<file path="src/rtl/latch_bank_pkg.sv">
// latch_bank_pkg: shared types, mode encodings and the saturating age helper
// used by the latch_bank top level and its per-channel sub-module.
package latch_bank_pkg;

  typedef enum logic {
    ST_EMPTY = 1'b0,
    ST_HELD  = 1'b1
  } ch_state_e;

  localparam logic MODE_FOLLOW = 1'b0;
  localparam logic MODE_STICKY = 1'b1;

  // Widest age counter the helper supports; channel ages are zero-extended
  // into this width before incrementing.
  localparam int AGE_MAX_W = 32;

  // Increment age by one, saturating at the all-ones value of an age_w-bit
  // counter instead of wrapping.
  function automatic logic [AGE_MAX_W-1:0] age_inc(
    input logic [AGE_MAX_W-1:0] age,
    input int                   age_w
  );
    logic [AGE_MAX_W-1:0] sat;
    if (age_w >= AGE_MAX_W) sat = '1;
    else                    sat = (AGE_MAX_W'(1) << age_w) - AGE_MAX_W'(1);
    return (age >= sat) ? sat : age + AGE_MAX_W'(1);
  endfunction

endpackage

</file>
<file path="src/rtl/latch_bank_ch.sv">
// latch_bank_ch: one capture channel. Two-state FSM (EMPTY/HELD), data
// register, sticky overrun flag and saturating age counter.
// Ports:
//   clk, rst_n              clock, async active-low reset
//   wr_en, wr_data          capture enable and data for this channel
//   mode                    0 = FOLLOW (last write wins), 1 = STICKY
//   clr                     synchronous clear, applied before a same-cycle write
//   nxt_data/valid/overrun/age
//                           next-state view; the top registers it into the
//                           output shadow so no input reaches an output
//                           combinationally
module latch_bank_ch
  import latch_bank_pkg::*;
#(
  parameter int WIDTH = 8,
  parameter int AGE_W = 8
) (
  input  logic             clk,
  input  logic             rst_n,
  input  logic             wr_en,
  input  logic [WIDTH-1:0] wr_data,
  input  logic             mode,
  input  logic             clr,
  output logic [WIDTH-1:0] nxt_data,
  output logic             nxt_valid,
  output logic             nxt_overrun,
  output logic [AGE_W-1:0] nxt_age
);

  ch_state_e        state_q, state_d, st_eff;
  logic [WIDTH-1:0] data_q, data_d;
  logic             ovr_q, ovr_d;
  logic [AGE_W-1:0] age_q, age_d;

  always_ff @(posedge clk or negedge rst_n) begin
    if (!rst_n) begin
      state_q <= ST_EMPTY;
      data_q  <= '0;
      ovr_q   <= 1'b0;
      age_q   <= '0;
    end else begin
      state_q <= state_d;
      data_q  <= data_d;
      ovr_q   <= ovr_d;
      age_q   <= age_d;
    end
  end

  // Clear is folded in first: the FSM then sees an EMPTY channel, so a
  // same-cycle write always lands as a fresh capture regardless of mode.
  always_comb begin
    st_eff  = clr ? ST_EMPTY : state_q;
    state_d = st_eff;
    data_d  = clr ? '0 : data_q;
    ovr_d   = clr ? 1'b0 : ovr_q;
    age_d   = '0;
    case (st_eff)
      ST_EMPTY: begin
        if (wr_en) begin
          state_d = ST_HELD;
          data_d  = wr_data;
        end
      end
      ST_HELD: begin
        if (wr_en && mode == MODE_FOLLOW) begin
          data_d = wr_data;
        end else begin
          // STICKY write to a held channel is refused but flagged; the
          // captured value keeps ageing.
          if (wr_en) ovr_d = 1'b1;
          age_d = AGE_W'(age_inc(AGE_MAX_W'(age_q), AGE_W));
        end
      end
    endcase
  end

  assign nxt_data    = data_d;
  assign nxt_valid   = (state_d == ST_HELD);
  assign nxt_overrun = ovr_d;
  assign nxt_age     = age_d;

endmodule

</file>
<file path="src/rtl/latch_bank.sv">
// latch_bank: NUM_CH independent WIDTH-bit capture channels with FOLLOW /
// STICKY modes, per-channel valid, overrun and saturating age, plus a global
// freeze that holds the whole output view for a coherent snapshot.
// Ports:
//   clk, rst_n    clock, async active-low reset
//   wr_en         per-channel capture enable
//   wr_data       per-channel data, channel i at [i*WIDTH +: WIDTH]
//   mode          per-channel mode (0 FOLLOW, 1 STICKY)
//   clr           per-channel synchronous clear
//   freeze        hold all outputs while high
//   out_data      visible data, same packing as wr_data
//   out_valid     channel holds captured data
//   overrun       sticky write refused on a held channel
//   age           cycles since last capture, channel i at [i*AGE_W +: AGE_W]
module latch_bank
  import latch_bank_pkg::*;
#(
  parameter int WIDTH  = 8,
  parameter int NUM_CH = 4,
  parameter int AGE_W  = 8
) (
  input  logic                    clk,
  input  logic                    rst_n,
  input  logic [NUM_CH-1:0]       wr_en,
  input  logic [NUM_CH*WIDTH-1:0] wr_data,
  input  logic [NUM_CH-1:0]       mode,
  input  logic [NUM_CH-1:0]       clr,
  input  logic                    freeze,
  output logic [NUM_CH*WIDTH-1:0] out_data,
  output logic [NUM_CH-1:0]       out_valid,
  output logic [NUM_CH-1:0]       overrun,
  output logic [NUM_CH*AGE_W-1:0] age
);

  logic [NUM_CH-1:0][WIDTH-1:0] nxt_data, sh_data;
  logic [NUM_CH-1:0][AGE_W-1:0] nxt_age, sh_age;
  logic [NUM_CH-1:0]            nxt_valid, sh_valid;
  logic [NUM_CH-1:0]            nxt_ovr, sh_ovr;

  for (genvar i = 0; i < NUM_CH; i++) begin : g_ch
    latch_bank_ch #(
      .WIDTH (WIDTH),
      .AGE_W (AGE_W)
    ) u_ch (
      .clk         (clk),
      .rst_n       (rst_n),
      .wr_en       (wr_en[i]),
      .wr_data     (wr_data[i*WIDTH +: WIDTH]),
      .mode        (mode[i]),
      .clr         (clr[i]),
      .nxt_data    (nxt_data[i]),
      .nxt_valid   (nxt_valid[i]),
      .nxt_overrun (nxt_ovr[i]),
      .nxt_age     (nxt_age[i])
    );
  end

  // Shadow tracks the channels' next state when unfrozen (one-cycle
  // latency from wr_en) and simply holds while frozen; the first unfrozen
  // edge catches up with everything that happened in between.
  always_ff @(posedge clk or negedge rst_n) begin
    if (!rst_n) begin
      sh_data  <= '0;
      sh_valid <= '0;
      sh_ovr   <= '0;
      sh_age   <= '0;
    end else if (!freeze) begin
      sh_data  <= nxt_data;
      sh_valid <= nxt_valid;
      sh_ovr   <= nxt_ovr;
      sh_age   <= nxt_age;
    end
  end

  assign out_data  = sh_data;
  assign out_valid = sh_valid;
  assign overrun   = sh_ovr;
  assign age       = sh_age;

endmodule
</file>
<file path="config.mk">
export PLATFORM = sky130hd
export DESIGN_NAME = latch_bank
export DESIGN_NICKNAME = d
export VERILOG_FILES = /design/src/rtl/latch_bank_pkg.sv /design/src/rtl/latch_bank_ch.sv /design/src/rtl/latch_bank.sv
export SDC_FILE = /design/constraint.sdc
export NUM_CORES = 1
export LEC_CHECK = 0
export ABC_AREA = 1
export CELL_PAD_IN_SITES_DETAIL_PLACEMENT = 1
export CELL_PAD_IN_SITES_GLOBAL_PLACEMENT = 1
export CORE_MARGIN = 2
export CORE_UTILIZATION = 39
export CTS_BUF_LIST = sky130_fd_sc_hd__clkbuf_16
export DETAILED_ROUTE_END_ITERATION = 16
export HOLD_SLACK_MARGIN = 0.15
export PLACE_DENSITY = 0.81
export SYNTH_ARGS = -nofsm -noshare
export SYNTH_HDL_FRONTEND = slang
export SYNTH_SLANG_ARGS = --single-unit
</file>
<file path="constraint.sdc">
create_clock -name clk -period 1.8 [get_ports clk]
set_clock_uncertainty 0.1 [all_clocks]
set_input_delay 0.54 -clock clk [delete_from_list [all_inputs] [get_ports clk]]
set_output_delay 0.54 -clock clk [all_outputs]
set_load 0.01 [all_outputs]
</file>
==> summary.txt <==
Worst path depth = 1
MaxCap Viol Count = 0
# rows = 46
syn avg cell area = 8.71 sq um
layout cells sized above 1 = 0.135
DR DRC count = 0
HPWL after DPL = 12.3 mm
TritonCTS buffer count = 17
CTS sink count = 144
CTS tree = built
Worst Hold Class = reg2reg
status = complete, no violations
All-Layer GR Usage = 0.213
dpl cells = 1069
worst hold slack = 372 ps
area grow syn2layout = 33.9%
CP endpoint = out_data[26]
DR iter-0 viols = 284
Initial Util = 0.398
Worst R2R Setup Slack = 170 ps
Critical Path Fanout Max = 2
worst-path cell chain = dlygate4sd2_1
Syn Std Cell Area = 6300 sq um
Reg clk slew, reported paths = 60 ps
slew margin rel. = 0.703
critical path class = reg2out
input/output buffers = 118
Final WS setup = 35.9 ps
largest net degree at the start of global routing = 69
fin crit period = 1760 ps
antenna-violating nets left = 0
wire length per cell = 15.6 um
H-tree lvl count = 4
Post-layout nets = 924
peak supply drop = 0.667 mV
worst r2r path cells = 7
RR Endpoint = age[10]
Placed Area = 7940 sq um
worst r2r src = g_ch[1].u_ch.age_q[0]
initial antenna violation count = 0
Met1 Wirelength = 7.37 mm
core area = 15800 sq um
Lkg Pwr = 4.52 nW
gpl congestion = 0.836
Clk Latency, worst-skew pair = 420 ps
Layout Cells excl Fill = 1102
worst slew pin tran = 441 ps
period utilization = 0.980
Pre-Repair DR Iteration Count = 4
Fin. Hold Viols = 0
clock root buffer master = clkbuf_16
delay-heaviest family, CP = flip-flops
via/cell ratio = 4.83
design area = 8440 sq um
Setup crit start = out_data[26]
worst-case clock buffer depth = 2
post-synthesis cell type count = 26
Final Slew Violations = 0
IO Count = 119
Final Setup Violations = 0
routed length on met3 = 971 um
Fmax = 567 MHz
WP data arrival = 1120 ps
Mapped Cells = 724
Synthesized Nets = 775
diodes inserted = 0
Worst Path Required = 1160 ps
RSZ-0062 raised after global routing = false
global-route wire length before repair = 29.6 mm
Critical Path Max Stage Delay = 380 ps
gr ovfl total = 0
met2 routed WL = 8.61 mm
Yosys warning count = 0
CP max stage cell = dfrtp_1
worst path bufs/invs = 1
die height = 131 um
register area share after synthesis = 0.572
number of global-route vias before repair = 5925
synthesized flop and latch total = 144
CP endpoint kind = primary output
uppermost layer routed = met4
final wirelength = 17.2 mm
CP Launch Type = register
Place WS = -211 ps
via count = 5323
die area = 17200 sq um
Pwr Density = 943 nW/um^2
Die Width = 131 um
-- cell type report --
| class | count | area (sq um) |
|---|---|---|
| fillers | 1864 | 7390 |
| repair buffers | 147 | 1380 |
| clock buffers | 17 | 425 |
| multi-input cells | 491 | 2340 |
| clock inverters | 15 | 144 |
| inverters | 72 | 280 |
| well taps | 216 | 270 |
| flip-flops and latches | 144 | 3600 |
-- what timing repair did --
action | in CTS | in global routing
hold endpoints to repair | 144 | 0
buffers inserted | 0 | 0
gates resized for setup | 72 | 6
hold buffers | 1 | 0
setup endpoints to repair | 72 | 8
-- synth_stat cells --
cell type / n / area share
o21ai_0: 13 / 0.010
nand2_8: 2 / 0.0064
a31oi_1: 13 / 0.013
a21oi_2: 8 / 0.011
nand2_4: 12 / 0.021
inv_1: 61 / 0.036
nor2_1: 28 / 0.017
nor2_4: 3 / 0.0054
ha_1: 4 / 0.0079
o21ai_1: 11 / 0.0087
nor2_2: 5 / 0.0050
nand2_1: 280 / 0.17
buf_2: 6 / 0.0048
buf_4: 1 / 0.0012
a21oi_1: 4 / 0.0032
nand2_2: 17 / 0.017
inv_2: 7 / 0.0042
o21ai_2: 1 / 0.0014
nand4_1: 7 / 0.0069
o31ai_1: 4 / 0.0048
dfrtp_1: 144 / 0.57
buf_6: 1 / 0.0018
nand3_1: 75 / 0.060
clkbuf_1: 9 / 0.0054
xor2_1: 4 / 0.0056
inv_4: 4 / 0.0040
-- registers in the layout (all words and copies together), names as in the netlist --
signal,flops
g_ch.u_ch.age_q,32
g_ch.u_ch.ovr_q,4
g_ch.u_ch.state_q,4
out_data,32
age,32
g_ch.u_ch.data_q,32
overrun,4
out_valid,4
-- worst min path at each step --
stage	endpoint	cells past startpoint	startpoint	slack, ps
after global routing	age[19]	2	age[19]	400
after floorplan	age[0]	0	rst_n	140
after CTS	age[21]	2	age[21]	380
after detailed placement	age[21]	2	age[21]	360
final	age[21]	2	age[21]	370
after global placement	age[9]	2	age[9]	360
-- kinds of logic (layout without fill, tap and decap cells) --
kind of cell / after synthesis / count (layout) / synth area share
AOI/OAI and AO/OA: 54 / 54 / 0.0524
and+or+nand+nor: 429 / 429 / 0.305
xor gates and xnor gates: 4 / 4 / 0.00556
buffers and inverters: 89 / 251 / 0.0576
adders and majority gates: 4 / 4 / 0.00794
DFF: 144 / 144 / 0.572
-- layer usage --
metal / global-route usage / vias to the layer above
li1: - / 2575
met1: 0.261 / 2611
met2: 0.363 / 114
met3: 0.0687 / 23
met4: 0.0592 / 0
met5: 0 / -
-- report_power, final --
part / internal [mW] / switching (mW) / total, mW
Sequential: 3.45 / 0.109 / 3.56
Combinational: 0.409 / 0.566 / 0.976
Clock: 2.02 / 1.39 / 3.42
Total: 5.89 / 2.07 / 7.96
-- stage by stage --
stage                util  setup TNS (ps)  power (mW)
floorplan               -               0        4.06
global placement    0.502           -4290        4.64
detailed placement  0.502           -8670        4.69
CTS                 0.533               0        8.06
global route        0.533               0        8.29
finish              0.533               0        7.96
-- layout by cell type (no fill, tap or decap), drive strengths merged --
master	n
dlygate4sd2	67
nand2	311
clkinvlp	6
xor2	4
buf	30
a21oi	12
dlygate4sd3	1
bufinv	2
a31oi	13
ha	4
clkdlybuf4s50	44
nor2	36
clkbuf	17
o21ai	25
clkinv	4
inv	75
nand3	75
nand4	7
clkdlybuf4s15	5
dfrtp	144
o31ai	4
(Power assumes the default switching activity.)
